## src/rtl/scope_pkg.sv

```systemverilog
// Shared types for the scope capture path: ADC sample width, capture
// FSM state encoding and the edge-trigger compare.
package scope_pkg;

  localparam int ADC_W = 8;

  typedef enum logic [1:0] {
    ST_IDLE    = 2'd0,
    ST_ARMED   = 2'd1,
    ST_CAPTURE = 2'd2,
    ST_DONE    = 2'd3
  } cap_state_e;

  // Threshold crossing between two consecutive samples (unsigned, no hysteresis).
  function automatic logic edge_hit(input logic             rise,
                                    input logic [ADC_W-1:0] prev,
                                    input logic [ADC_W-1:0] cur,
                                    input logic [ADC_W-1:0] level);
    if (rise) edge_hit = (prev < level) && (cur >= level);
    else      edge_hit = (prev > level) && (cur <= level);
  endfunction

endpackage

```

## src/rtl/adc_clk_div.sv

```systemverilog
// Free-running divider: produces the ADC conversion clock and a one-cycle
// sample strobe in the cycle after the last divider phase.
module adc_clk_div #(
  parameter int CLK_DIV = 4
) (
  input  logic sys_clk,
  input  logic rst_n,
  output logic adc_clk_o,
  output logic samp_pre_o,   // last divider phase: sample edge ends this cycle
  output logic samp_stb_o    // high for one cycle after the sample edge
);

  localparam int              CNT_W = $clog2(CLK_DIV);
  localparam logic [CNT_W-1:0] LAST  = CNT_W'(CLK_DIV - 1);
  localparam logic [CNT_W-1:0] HALF  = CNT_W'(CLK_DIV / 2);

  logic [CNT_W-1:0] div_cnt_q, div_cnt_d;
  logic             adc_clk_q, samp_stb_q;

  assign samp_pre_o = (div_cnt_q == LAST);
  assign div_cnt_d  = samp_pre_o ? '0 : div_cnt_q + 1'b1;

  // Counter wraps at CLK_DIV-1; clock and strobe are registered off the count.
  always_ff @(posedge sys_clk or negedge rst_n) begin
    if (!rst_n) begin
      div_cnt_q  <= '0;
      adc_clk_q  <= 1'b0;
      samp_stb_q <= 1'b0;
    end else begin
      div_cnt_q  <= div_cnt_d;
      adc_clk_q  <= (div_cnt_q < HALF);
      samp_stb_q <= samp_pre_o;
    end
  end

  assign adc_clk_o  = adc_clk_q;
  assign samp_stb_o = samp_stb_q;

endmodule

```

## src/rtl/adc_in_capture.sv

```systemverilog
// ADC input capture: registers ADC samples, detects a threshold crossing
// (or forced trigger) and writes DEPTH consecutive samples, starting with
// the trigger sample, into the scope sample RAM.
module adc_in_capture
  import scope_pkg::*;
#(
  parameter int CLK_DIV = 4,
  parameter int DEPTH   = 1024,
  parameter int ADDR_W  = 10
) (
  input  logic              sys_clk,
  input  logic              rst_n,
  output logic              adc_clk,
  input  logic [ADC_W-1:0]  adc_data,
  input  logic              arm,
  input  logic              abort,
  input  logic              trig_force,
  input  logic              trig_rise,
  input  logic [ADC_W-1:0]  trig_level,
  output logic              wr_en,
  output logic [ADDR_W-1:0] wr_addr,
  output logic [ADC_W-1:0]  wr_data,
  output logic              busy,
  output logic              done,
  output cap_state_e        dbg_state
);

  localparam logic [ADDR_W-1:0] LAST_ADDR = ADDR_W'(DEPTH - 1);
  localparam logic              TRIG_LAST = (DEPTH == 1);

  logic             samp_pre, samp_stb;
  logic [ADC_W-1:0] adc_q, prev_q;
  logic             prev_valid_q;
  cap_state_e       state_q;
  logic             wr_en_q, busy_q, done_q;
  logic [ADDR_W-1:0] wr_addr_q, addr_nx;
  logic [ADC_W-1:0] wr_data_q;
  logic             trig;

  adc_clk_div #(.CLK_DIV(CLK_DIV)) u_div (
    .sys_clk    (sys_clk),
    .rst_n      (rst_n),
    .adc_clk_o  (adc_clk),
    .samp_pre_o (samp_pre),
    .samp_stb_o (samp_stb)
  );

  // Sample register: latch on the last divider phase, keep the previous sample for edge detection.
  always_ff @(posedge sys_clk or negedge rst_n) begin
    if (!rst_n) begin
      adc_q  <= '0;
      prev_q <= '0;
    end else begin
      if (samp_pre) adc_q  <= adc_data;
      if (samp_stb) prev_q <= adc_q;
    end
  end

  assign trig    = samp_stb &&
                   (trig_force || (prev_valid_q && edge_hit(trig_rise, prev_q, adc_q, trig_level)));
  assign addr_nx = wr_addr_q + 1'b1;

  // Write port: wr_en is a push-only strobe (no ready); wr_addr/wr_data are
  // valid exactly in the cycle wr_en is high and the RAM must accept every write.
  // Capture FSM with registered busy/done and write port; abort has priority over arm.
  always_ff @(posedge sys_clk or negedge rst_n) begin
    if (!rst_n) begin
      state_q      <= ST_IDLE;
      prev_valid_q <= 1'b0;
      wr_en_q      <= 1'b0;
      wr_addr_q    <= '0;
      wr_data_q    <= '0;
      busy_q       <= 1'b0;
      done_q       <= 1'b0;
    end else begin
      wr_en_q <= 1'b0;
      if (abort) begin
        state_q <= ST_IDLE;
        busy_q  <= 1'b0;
        done_q  <= 1'b0;
      end else begin
        case (state_q)
          ST_IDLE: begin
            if (arm) begin
              state_q      <= ST_ARMED;
              prev_valid_q <= 1'b0;
              busy_q       <= 1'b1;
            end
          end
          ST_ARMED: begin
            if (samp_stb) prev_valid_q <= 1'b1;
            if (trig) begin
              wr_en_q   <= 1'b1;
              wr_addr_q <= '0;
              wr_data_q <= adc_q;
              if (TRIG_LAST) begin
                state_q <= ST_DONE;
                busy_q  <= 1'b0;
                done_q  <= 1'b1;
              end else begin
                state_q <= ST_CAPTURE;
              end
            end
          end
          ST_CAPTURE: begin
            if (samp_stb) begin
              wr_en_q   <= 1'b1;
              wr_addr_q <= addr_nx;
              wr_data_q <= adc_q;
              if (addr_nx == LAST_ADDR) begin
                state_q <= ST_DONE;
                busy_q  <= 1'b0;
                done_q  <= 1'b1;
              end
            end
          end
          ST_DONE: begin
            if (arm) begin
              state_q      <= ST_ARMED;
              prev_valid_q <= 1'b0;
              busy_q       <= 1'b1;
              done_q       <= 1'b0;
            end
          end
          default: begin
            state_q <= ST_IDLE;
            busy_q  <= 1'b0;
            done_q  <= 1'b0;
          end
        endcase
      end
    end
  end

  assign wr_en     = wr_en_q;
  assign wr_addr   = wr_addr_q;
  assign wr_data   = wr_data_q;
  assign busy      = busy_q;
  assign done      = done_q;
  assign dbg_state = state_q;

endmodule

```

## config.mk

```make
export PLATFORM = sky130hd
export DESIGN_NAME = adc_in_capture
export DESIGN_NICKNAME = d
export VERILOG_FILES = /design/src/rtl/scope_pkg.sv /design/src/rtl/adc_clk_div.sv /design/src/rtl/adc_in_capture.sv
export SDC_FILE = /design/constraint.sdc
export NUM_CORES = 1
export LEC_CHECK = 0
export CAP_MARGIN = 40
export CORE_ASPECT_RATIO = 0.7
export CORE_MARGIN = 2
export CORE_UTILIZATION = 25
export DETAILED_ROUTE_END_ITERATION = 7
export PLACE_DENSITY_LB_ADDON = 0.15
export SLEW_MARGIN = 10
export SYNTH_ARGS = -nofsm -noshare
export SYNTH_HDL_FRONTEND = slang
export SYNTH_SLANG_ARGS = --single-unit
```

## constraint.sdc

```tcl
create_clock -name sys_clk -period 3.12 [get_ports sys_clk]
set_input_delay 0.624 -clock sys_clk [delete_from_list [all_inputs] [get_ports sys_clk]]
set_output_delay 0.624 -clock sys_clk [all_outputs]
set_load 0.03 [all_outputs]
```

; Word-level counts from Yosys, hierarchy flattened
; Index checks and enable logic that the tools add are counted.
[classes]
n_lt_le_gt_ge = 5
n_addsub = 2
bitwise = 1
n_eq_ne = 14
muxes = 30
n_reduce_logical = 16
[op_table]
columns = operator, n
row1 = $mux W10, 2
row2 = $pmux W10 S2, 1
row3 = $reduce_and A4 Y1, 5
row4 = $mux W8, 2
row5 = $pmux W8 S2, 1
row6 = $mux W1, 13
row7 = $mux W2, 6
row8 = $add A10 B1 Y10 const B, 1
row9 = $eq A10 B10 Y1 const B, 1
row10 = $ne A3 B3 Y1 const B, 3
row11 = $ge A8 B8 Y1, 1
row12 = $gt A8 B8 Y1, 1
row13 = $le A8 B8 Y1, 1
row14 = $lt A8 B8 Y1, 1
row15 = $pmux W1 S2, 4
row16 = $eq A2 B2 Y1 const B, 3
row17 = $ne A2 B1 Y1 const B, 3
row18 = $pmux W2 S3, 1
row19 = $reduce_bool A3 Y1, 2
row20 = $logic_and A1 B1 Y1, 4
row21 = $reduce_bool A2 Y1, 2
row22 = $ne A3 B1 Y1 const B, 1
row23 = $ne A3 B2 Y1 const B, 1
row24 = $add A2 B1 Y2 const B, 1
row25 = 7 further kinds, 7
[totals]
reg_bits = 44
elab_cells = 80
input_bits = 22
out_inout_bits = 24

; Depth between registers and ports, before layout
[depth]
word_depth = 9
depth_mapped = 11
ltp_nobuf = 10

; By module
; A second synthesis with hierarchy kept.
[unflattened]
cells_unflattened = 244
area_unflattened_um2 = 2588.7
[modules_own_cells]
columns = module, area_each_um2, n_inst, cells_each, seq_area_each_um2
row1 = adc_in_capture, 2468.6, 1, 237, 1001.0
row2 = adc_clk_div, 120.1, 1, 7, 100.1

; Worst setup path after synthesis
; Ideal clock, no wire load.
[synth_path]
path_type = input to register
startpoint = input trig_level[2]
endpoint = register wr_addr_q[1] (netlist: wr_addr[1])
path_slack_ns = 0.332
required_ns = 2.995
setup_ns = 0.125
arrival_ns = 2.663
n_path_buf = 1
path_stages = 11
path_cell_list = inv_1 > ha_1 > o21ai_0 > a21oi_1 > o311a_1 > o211ai_1 > o2111ai_2 > nand2_1 > a211o_1 > buf_2 > mux2_2
[synth_between]
elab_chain_cells = 8
elab_cells_between_ends = 12
classes_between = 4 x order compare / 1 x eq/ne / 1 x mux / 6 x reduce/logical
[synth_lines]
columns = item, line
row1 = start: declaration, adc_in_capture.sv:19  ; input logic [ADC_W-1:0] trig_level,
row2 = $gt A8 B8 Y1 (tied with other cells), scope_pkg.sv:20  ; else edge_hit = (prev > level) && (cur <= level);
row3 = "$logic_and A1 B1 Y1, on equally long branches", "scope_pkg.sv:20, scope_pkg.sv:19"
row4 = $mux W1 *, scope_pkg.sv:19  ; if (rise) edge_hit = (prev < level) && (cur >= level);
row5 = $logic_and A1 B1 Y1 *, adc_in_capture.sv:60  ; (trig_force || (prev_valid_q && edge_hit(trig_rise, prev_q, adc_q, trig_level)));
row6 = $logic_or A1 B1 Y1 *, adc_in_capture.sv:60
row7 = $logic_and A1 B1 Y1 *, adc_in_capture.sv:59  ; assign trig = samp_stb &&
row8 = $ne A2 B2 Y1 (no source line) *, -
row9 = $reduce_and A4 Y1 (no source line) *, -
row10 = end signal: assignment, adc_in_capture.sv:108  ; wr_addr_q <= addr_nx;
row11 = end: declaration, adc_in_capture.sv:36  ; logic [ADDR_W-1:0] wr_addr_q, addr_nx;
; Every way passes the cells marked *; elsewhere a longest branch is shown, timed or not.
; A chain may end at the register's enable or synchronous reset.

; Worst setup path after layout
[layout_path]
startpoint = input trig_level[7]
endpoint = register wr_data_q[4] (netlist: wr_data[4])
[layout_between]
elab_chain_cells = 8
elab_cells_between_ends = 12
classes_between = 4 x order compare / 1 x eq/ne / 1 x mux / 6 x reduce/logical
[layout_lines]
columns = item, line
row1 = $gt A8 B8 Y1 (tied with other cells), scope_pkg.sv:20
row2 = "$logic_and A1 B1 Y1, on equally long branches", "scope_pkg.sv:20, scope_pkg.sv:19"
row3 = $mux W1 *, scope_pkg.sv:19
row4 = $logic_and A1 B1 Y1 *, adc_in_capture.sv:60
row5 = $logic_or A1 B1 Y1 *, adc_in_capture.sv:60
row6 = $logic_and A1 B1 Y1 *, adc_in_capture.sv:59
row7 = $ne A2 B2 Y1 (no source line) *, -
row8 = $reduce_and A4 Y1 (no source line) *, -
row9 = end signal: assignment, adc_in_capture.sv:95  ; wr_data_q <= adc_q;
row10 = end signal: assignment, adc_in_capture.sv:109  ; wr_data_q <= adc_q;
row11 = end: declaration, adc_in_capture.sv:37  ; logic [ADC_W-1:0] wr_data_q;
; Marks and branches as above.

==> results.tsv <==
metric	value	unit
ios	46	
synth_edf_count	0	
wirelength	6480	um
drive_above_1_share	15.3	%
row_count	30	
clock_skew	0.00660	ns
syn_area	2560	sq um
start_util	26.0	%
die_h	88.7	um
cpMaxStageDelayCell	clkdlybuf4s50_1	
dieArea	11100	sq um
cpMostUsedCell	buf_4	
ys_types	44	
viasPerCell	4.77	
drv_slew	0	
rsz0062_at_grt	false	
ys_seq_area_share	43.0	%
cts_made_buffers	5	
cp.arrival	3.13	ns
leakage	0.00141	uW
power.density	681	nW/um^2
cts.sinks	44	
clk_pin_slew	0.06	ns
slew_headroom	60.9	%
dr.pass1.iters	4	
synth_area_leaders	dfrtp_1 (43%), ha_1 (11%), mux2_2 (10%)	
fmax	0.337	GHz
syn-instance-count	253	
avgSynthCellArea	10.1	sq um
n_antenna_cell	0	
crit_fanout	6	
tightest_slew	0.586	ns
grt_overflow	0	
endpoint_kind	register	
grt_pass1_wl	10800	um
nets	351	
finalHoldViolations	0	
synth_async_sr_flop_share	100	%
drc	0	
worstSkewPairLatency	0.28	ns
setup_violations	0	
min_period_over_period	95.1	%
synth.largest_area_cell	dfrtp_1	
slowest_delay	0.46	ns
root_buffer	clkbuf_16	
area_growth	31.9	%
synth_nets	297	
grtUsageTotal	12.4	%
synthFlopType	dfrtp_1	
path_class	in -> reg	
synth_top_area_share	43.0	%
route.vias.total	2073	
fp.coreArea	9830	sq um
io_buffers	45	
antenna_found_initial	0	
ys_ff_latch	44	
cp.required	3.28	ns
grt_pass1_vias	2052	
period_needed	2.97	ns
die_x	125	um
h-tree-depth	2	
cts_buffer_depth	2	
path_cells	clkdlybuf4s50_1 -> inv_1 -> buf_4 -> ha_1 -> nand4_1 -> a21o_1 -> and2_1 -> o2111ai_2 -> nand2_1 -> a211o_1 -> buf_4 -> mux2_1	
wl_per_cell	14.9	um
ir_drop	319	uV
drtIter0Drc	96	
dp_hpwl	4890	um
outcome	finished clean	
cts_hold_buf	0	
gp_congestion	0.776	
grt_max_degree	28	
p_total	2300	uW
yosysWarnings	0	
setup_tns	0	ns
start_kind	input pin	
cts_tree	done	
drv_cap	0	
ant_nets	0	
min_path_type	in -> async	
-- synthesized netlist by cell type, drive strengths merged (3+ instances only) --
| library cell | n |
|---|---|
| a21boi | 5 |
| a21oi | 10 |
| a2bb2oi | 5 |
| a31oi | 3 |
| and2 | 3 |
| and3 | 3 |
| buf | 4 |
| clkbuf | 5 |
| dfrtp | 44 |
| ha | 22 |
| inv | 21 |
| mux2 | 24 |
| nand2 | 24 |
| nand3 | 9 |
| nand4 | 7 |
| nor2 | 15 |
| nor3 | 4 |
| o211ai | 5 |
| o21ai | 14 |
-- flip-flops by register name, summed over array words and instances (netlist names), 2 cells and up --
name and cells:
wr_data 8, u_div.div_cnt_q 2, adc_q 8, wr_addr 10, dbg_state 2, prev_q 8
-- power breakdown --
| group | switching [uW] | leakage, uW | internal [uW] |
|---|---|---|---|
| clock | 210 | 0.0000760 | 336 |
| sequential | 121 | 0.000539 | 690 |
| combinational | 520 | 0.000796 | 422 |
| total | 851 | 0.00141 | 1450 |
-- area by class of cell --
cell class	count	area (sq um)
Fill cell	1026	6460
Clock buffer	7	153
Sequential cell	44	1100
Timing Repair Buffer	56	541
Inverter	21	78.8
Tap cell	128	160
Multi-Input combinational cell	179	1340
-- layout by cell type, fill, tap and decap left out, types with 8 or more instances in the layout --
cell type	count
nand2_1	24
nor2_1	15
o21ai_0	11
buf_4	10
dfrtp_1	44
mux2_2	23
inv_1	21
ha_1	22
clkdlybuf4s50_1	44
a21oi_1	10
nand3_1	8
-- worst paths after layout --
check / startpoint / endpoint / slack, ns / depth (start not counted)
min in group sys_clk: u_div.div_cnt_q[1] / u_div.adc_clk_o / 0.42 / 1
hold / removal: rst_n / wr_data[0] / 0.28 / 1
setup / recovery: trig_level[7] / wr_data[4] / 0.15 / 12
setup reg to reg: wr_addr[1] / dbg_state[1] / 0.60 / 8
max in group asynchronous: rst_n / prev_q[7] / 2.33 / 2
hold reg to reg: u_div.div_cnt_q[1] / u_div.adc_clk_o / 0.42 / 1
-- cells by family (layout without fill, tap and decap cells) --
logic type	Yosys count	in the layout	synth area share (%)
and+or+nand+nor	77	77	15.8
AOI/OAI and AO/OA	53	53	14.2
DFF	44	44	43.0
buffers and inverters	30	84	4.55
muxes	26	26	11.3
adders and majority gates	22	22	10.8
xor gates and xnor gates	1	1	0.342
-- stage by stage --
stage               hold WS, ns  cells  cell area (sq um)  utilization (%)  worst slack [ns]
finish                    0.278    435               3380             34.3             0.153
global route              0.307    435               3380             34.3           0.00191
CTS                       0.289    435               3380             34.3             0.151
detailed placement        0.420    428               3220             32.8            -0.136
global placement          0.410    427               3200             32.6            -0.101
floorplan                 0.328    253               2560                -             0.332
-- repair_timing --
action | CTS | global route
endpoints found under the hold margin | 0 | 0
endpoints found under the setup margin | 0 | 1
resized for setup | 0 | 1
buffers inserted | 0 | 0
-- per-layer routing --
metal  vias up  part of all wire (%)  global-route usage [%]
li1       1030                     -                       -
met1       992                    57                    19.1
met2        47                    37                    17.0
met3         4                   5.4                    3.87
met4         0                  0.57                    2.42
met5         -                     0                       0
-- critical path, delay by kind of cell --
| kind | cells | cell delay (ns) |
|---|---|---|
| adders and majority gates | 1 | 0.28 |
| and+or+nand+nor | 3 | 0.40 |
| buffers and inverters | 4 | 0.81 |
| AOI/OAI and AO/OA | 3 | 0.69 |
| muxes | 1 | 0.31 |
Note: power is estimated with default switching activity, not from simulation.
